===== src/rtl/unary_emitter.sv =====
// Unary (thermometer or bit-reversed spread) stream emitter: turns an accepted
// binary count into a window of 2^VAL_WIDTH-1 beats carrying exactly that many ones.
module unary_emitter #(
    parameter int VAL_WIDTH = 8,
    parameter bit SPREAD    = 1'b0
) (
    input  logic                 clk,
    input  logic                 rst_n,
    input  logic                 clear,
    input  logic                 in_valid,
    output logic                 in_ready,
    input  logic [VAL_WIDTH-1:0] in_value,
    output logic                 out_valid,
    input  logic                 out_ready,
    output logic                 out_bit,
    output logic                 out_last,
    output logic                 busy
);

    localparam logic [0:0] IDLE   = 1'b0;
    localparam logic [0:0] STREAM = 1'b1;

    localparam logic [VAL_WIDTH-1:0] ALL_ONES = '1;
    localparam logic [VAL_WIDTH-1:0] LAST_CNT = ALL_ONES - VAL_WIDTH'(1);

    logic [0:0]           state_q, state_d;
    logic [VAL_WIDTH-1:0] cnt_q, cnt_d;
    logic [VAL_WIDTH-1:0] val_q, val_d;
    logic [VAL_WIDTH-1:0] cmp_idx;
    logic                 streaming, beat, accept;

    // Bit-reversing the counter visits every index except all-ones exactly
    // once, so both orders emit exactly val ones per window.
    always_comb begin
        cmp_idx = cnt_q;
        if (SPREAD) begin
            for (int i = 0; i < VAL_WIDTH; i++) begin
                cmp_idx[i] = cnt_q[VAL_WIDTH-1-i];
            end
        end
    end

    assign streaming = (state_q == STREAM);
    assign out_valid = streaming;
    assign busy      = streaming;
    assign out_last  = streaming & (cnt_q == LAST_CNT);
    assign out_bit   = streaming & (cmp_idx < val_q);

    assign beat     = out_valid & out_ready;
    assign in_ready = ~streaming | (beat & out_last);
    assign accept   = in_valid & in_ready & ~clear;

    always_comb begin
        state_d = state_q;
        cnt_d   = cnt_q;
        val_d   = val_q;
        if (clear) begin
            state_d = IDLE;
            cnt_d   = '0;
            val_d   = '0;
        end else if (accept) begin
            // Also covers the back-to-back case on a last beat: no bubble.
            state_d = STREAM;
            cnt_d   = '0;
            val_d   = in_value;
        end else if (beat) begin
            if (out_last) begin
                state_d = IDLE;
                cnt_d   = '0;
            end else begin
                cnt_d = cnt_q + VAL_WIDTH'(1);
            end
        end
    end

    always_ff @(posedge clk or negedge rst_n) begin
        if (!rst_n) begin
            state_q <= IDLE;
            cnt_q   <= '0;
            val_q   <= '0;
        end else begin
            state_q <= state_d;
            cnt_q   <= cnt_d;
            val_q   <= val_d;
        end
    end

endmodule


===== config.mk =====
export PLATFORM = sky130hd
export DESIGN_NAME = unary_emitter
export DESIGN_NICKNAME = d
export VERILOG_FILES = /design/src/rtl/unary_emitter.sv
export SDC_FILE = /design/constraint.sdc
export NUM_CORES = 1
export LEC_CHECK = 0
export ABC_CLOCK_PERIOD_IN_PS = 5000
export CAP_MARGIN = 0
export CELL_PAD_IN_SITES_DETAIL_PLACEMENT = 1
export CELL_PAD_IN_SITES_GLOBAL_PLACEMENT = 2
export CORE_ASPECT_RATIO = 0.6
export CORE_MARGIN = 10
export CORE_UTILIZATION = 34
export CTS_CLUSTER_DIAMETER = 50
export DETAILED_ROUTE_END_ITERATION = 10
export HOLD_SLACK_MARGIN = 0.15
export PLACE_DENSITY = 0.91
export SKIP_LAST_GASP = 1
export SYNTH_ARGS = -nofsm -noshare
export SYNTH_HDL_FRONTEND = slang
export SYNTH_SLANG_ARGS = --single-unit

===== constraint.sdc =====
create_clock -name clk -period 5 [get_ports clk]
set_input_delay 0.75 -clock clk [delete_from_list [all_inputs] [get_ports clk]]
set_output_delay 0.75 -clock clk [all_outputs]
set_load 0.1 [all_outputs]

==> impl_results.md <==
* Met1 wire length at 1230 um
* Routed wl met3 at 209 um
* Crit end category: output pin
* Synth Flop Type: dfrtp_1
* Max-cap violation count at 0
* Endpoints failing setup at 0
* Post-synth cell types at 28
* #FFs+latches synth at 17
* Clock latency on the worst-skew pair at 0.25 ns
* WP buf/inv at 1
* Final Wtd Congestion at 0.795
* Syn nets at 126
* CP Max Fanout at 6
* Post-Synthesis Cells at 104
* Layout Nets at 145
* WL final at 2700 um
* Initial antenna violation count at 0
* Top post-synthesis cells by area: dfrtp_1, ha_1, a22o_1
* First-pass iteration count of the detailed router at 4
* Fin crit share at 73.5%
* Cells along the critical path: ha_1 -> a21oi_1 -> o21ai_0 -> a41o_1 -> a31oi_1 -> clkdlybuf4s50_1
* Mapped Area at 1010 um^2
* Total Power at 0.315 mW
* Crit path required time at 4.25 ns
* CP max stage cell: clkdlybuf4s50_1
* Final TNS setup at 0 ns
* Clk buf depth at 2
* Final Hold Vio Count at 0
* Most frequent cell after synthesis: dfrtp_1
* Finished Layout Cells at 164
* Starting Density at 35.4%
* # diodes at 0
* Crit path time final at 3.67 ns
* Syn_area_per_cell at 9.71 um^2
* Leak at 0.580 nW
* Outcome: finished clean
* Worst slew pin tran at 0.985 ns
* Hold Crit Class: flop to flop
* Sequential share of the synthesized area at 42.1%
* Number of port buffers at 17
* Top cell type's share of synthesized area at 42.1%
* Vias in the first global route at 946
* RSZ-0062 raised after global routing: no
* Cts hold-fix bufs at 0
* Pwr/cell area at 249 nW/um^2
* Core area at 2850 um^2
* TritonCTS clock tree: done
* Post-synth EDFFs at 0
* Worst Skew at 0.00513 ns
* Post-synth top cells: dfrtp_1, inv_1, a31oi_1, nand3_1, ha_1
* Cell area after layout at 1260 um^2
* Hpwl dp at 2110 um
* WL/cell at 16.4 um
* Slew headroom at 34.1%
* Post-route ant nets at 0
* CTS Root Cell: clkbuf_8
* Std-Cell Rows at 15
* Met2 wire len at 1220 um
* Crit-path max cell delay at 1.17 ns
* Chip Width at 90.4 um
* Async S/R FF share, synth at 100%
* Clock Sinks at 17
* Die Ht at 62.2 um
* Pin count of the biggest net entering global routing at 18
* DRC Markers at 0
* Via/cell ratio at 5.31
* Critical path data arrival time at 2.92 ns
* CTS H-tree depth at 1
* Synth warn at 0
* Slew Viols, Final at 0
* Global-route wire length before repair at 4640 um
* # IOs at 18
* GRT Total Usage at 10.0%
* Clock-pin slew on the worst setup and hold paths at 0.07 ns
* Startpoint types: flop
* DR top layer: met4
* Cell taking the most area after synthesis: dfrtp_1
* Initial DRC Count at 24
* Setup Buffers After CTS at 0
* Overflow after GRT at 0
* Placed cell areas at 1220 um^2
* Kind of cell adding the most delay to the critical path: buffers and inverters
* Layout area overhead at 25.0%
* VDD IR-drop max at 0.160 mV
* Placed cells at 160
* Share of cells above drive strength 1 at 8.20%
* Max Freq at 272 MHz
* Post-CTS Resized at 0
* Routed via count at 871
* Kind of critical path: flop to output pin
* Die footprint at 5620 um^2
* CTS buffer count at 3
* Fin util at 44.3%
[report_power, final]
group / internal [mW] / total [mW] / switching, mW
sequential: 0.142 / 0.147 / 0.00443
combinational: 0.0235 / 0.0635 / 0.0400
clock: 0.0553 / 0.105 / 0.0492
total: 0.221 / 0.315 / 0.0936
[metal layers]
layer / vias to the layer above / track usage, %
met4: 0 / 2.37
met5: - / 0
met2: 22 / 15.5
li1: 421 / -
met3: 6 / 5.04
met1: 422 / 12.0
[path summary, 6_finish.rpt]
path                            start  cells past startpoint  slack (ns)    endpoint
max                        cmp_idx[2]                      6        1.33     out_bit
min                          val_q[7]                      1        0.51    val_q[7]
max reg2reg                cmp_idx[0]                      6        3.05  cmp_idx[6]
min reg2reg                  val_q[7]                      1        0.51    val_q[7]
max in group asynchronous       rst_n                      1        3.51    val_q[4]
min in group asynchronous       rst_n                      1        0.97  cmp_idx[5]
[registers in the layout (all words and copies together), names as in the netlist]
signal   flops
cmp_idx      8
val_q        8
busy         1
[final cells by class]
type,instances,area (um^2)
repair buffers,17,170
clock buffers,3,41.3
flip-flops and latches,17,425
clock inverters,1,5.00
fillers,339,1590
well taps,42,52.6
inverters,13,48.8
multi-input cells,71,519
[cells by family (layout without fill, tap and decap cells)]
logic type / Yosys count / count (layout) / share of synthesized area, %
DFF: 17 / 17 / 42.1
AOI/OAI and AO/OA: 33 / 33 / 23.7
buffers and inverters: 16 / 34 / 6.44
muxes: 1 / 1 / 0.991
adders and majority gates: 9 / 9 / 11.2
and+or+nand+nor: 28 / 28 / 15.6
[worst register-to-register path: stages (launching register included)]
cell	delay [ns]
dfrtp_1	0.48
inv_1	0.07
ha_1	0.21
and4_1	0.23
nand3_1	0.35
nand2_1	0.15
o41ai_1	0.34
[layout by cell type, fill, tap and decap left out, types with 2 or more instances in the layout]
cell type / count
inv_1: 13
o21ai_0: 3
nor2b_1: 2
a22o_1: 8
nand2_1: 8
clkdlybuf4s50_1: 17
ha_1: 9
clkbuf_8: 3
a21oi_1: 4
and3_1: 2
nand3_1: 10
dfrtp_1: 17
a31oi_1: 10
and3_2: 2
[through the flow]
step,hold WS [ns],worst slack [ns]
finish,0.506,1.33
global route,0.539,1.17
CTS,0.515,1.31
detailed placement,0.494,1.60
global placement,0.492,1.60
floorplan,0.454,1.37
No activity file was read; power rests on OpenSTA's default activity.
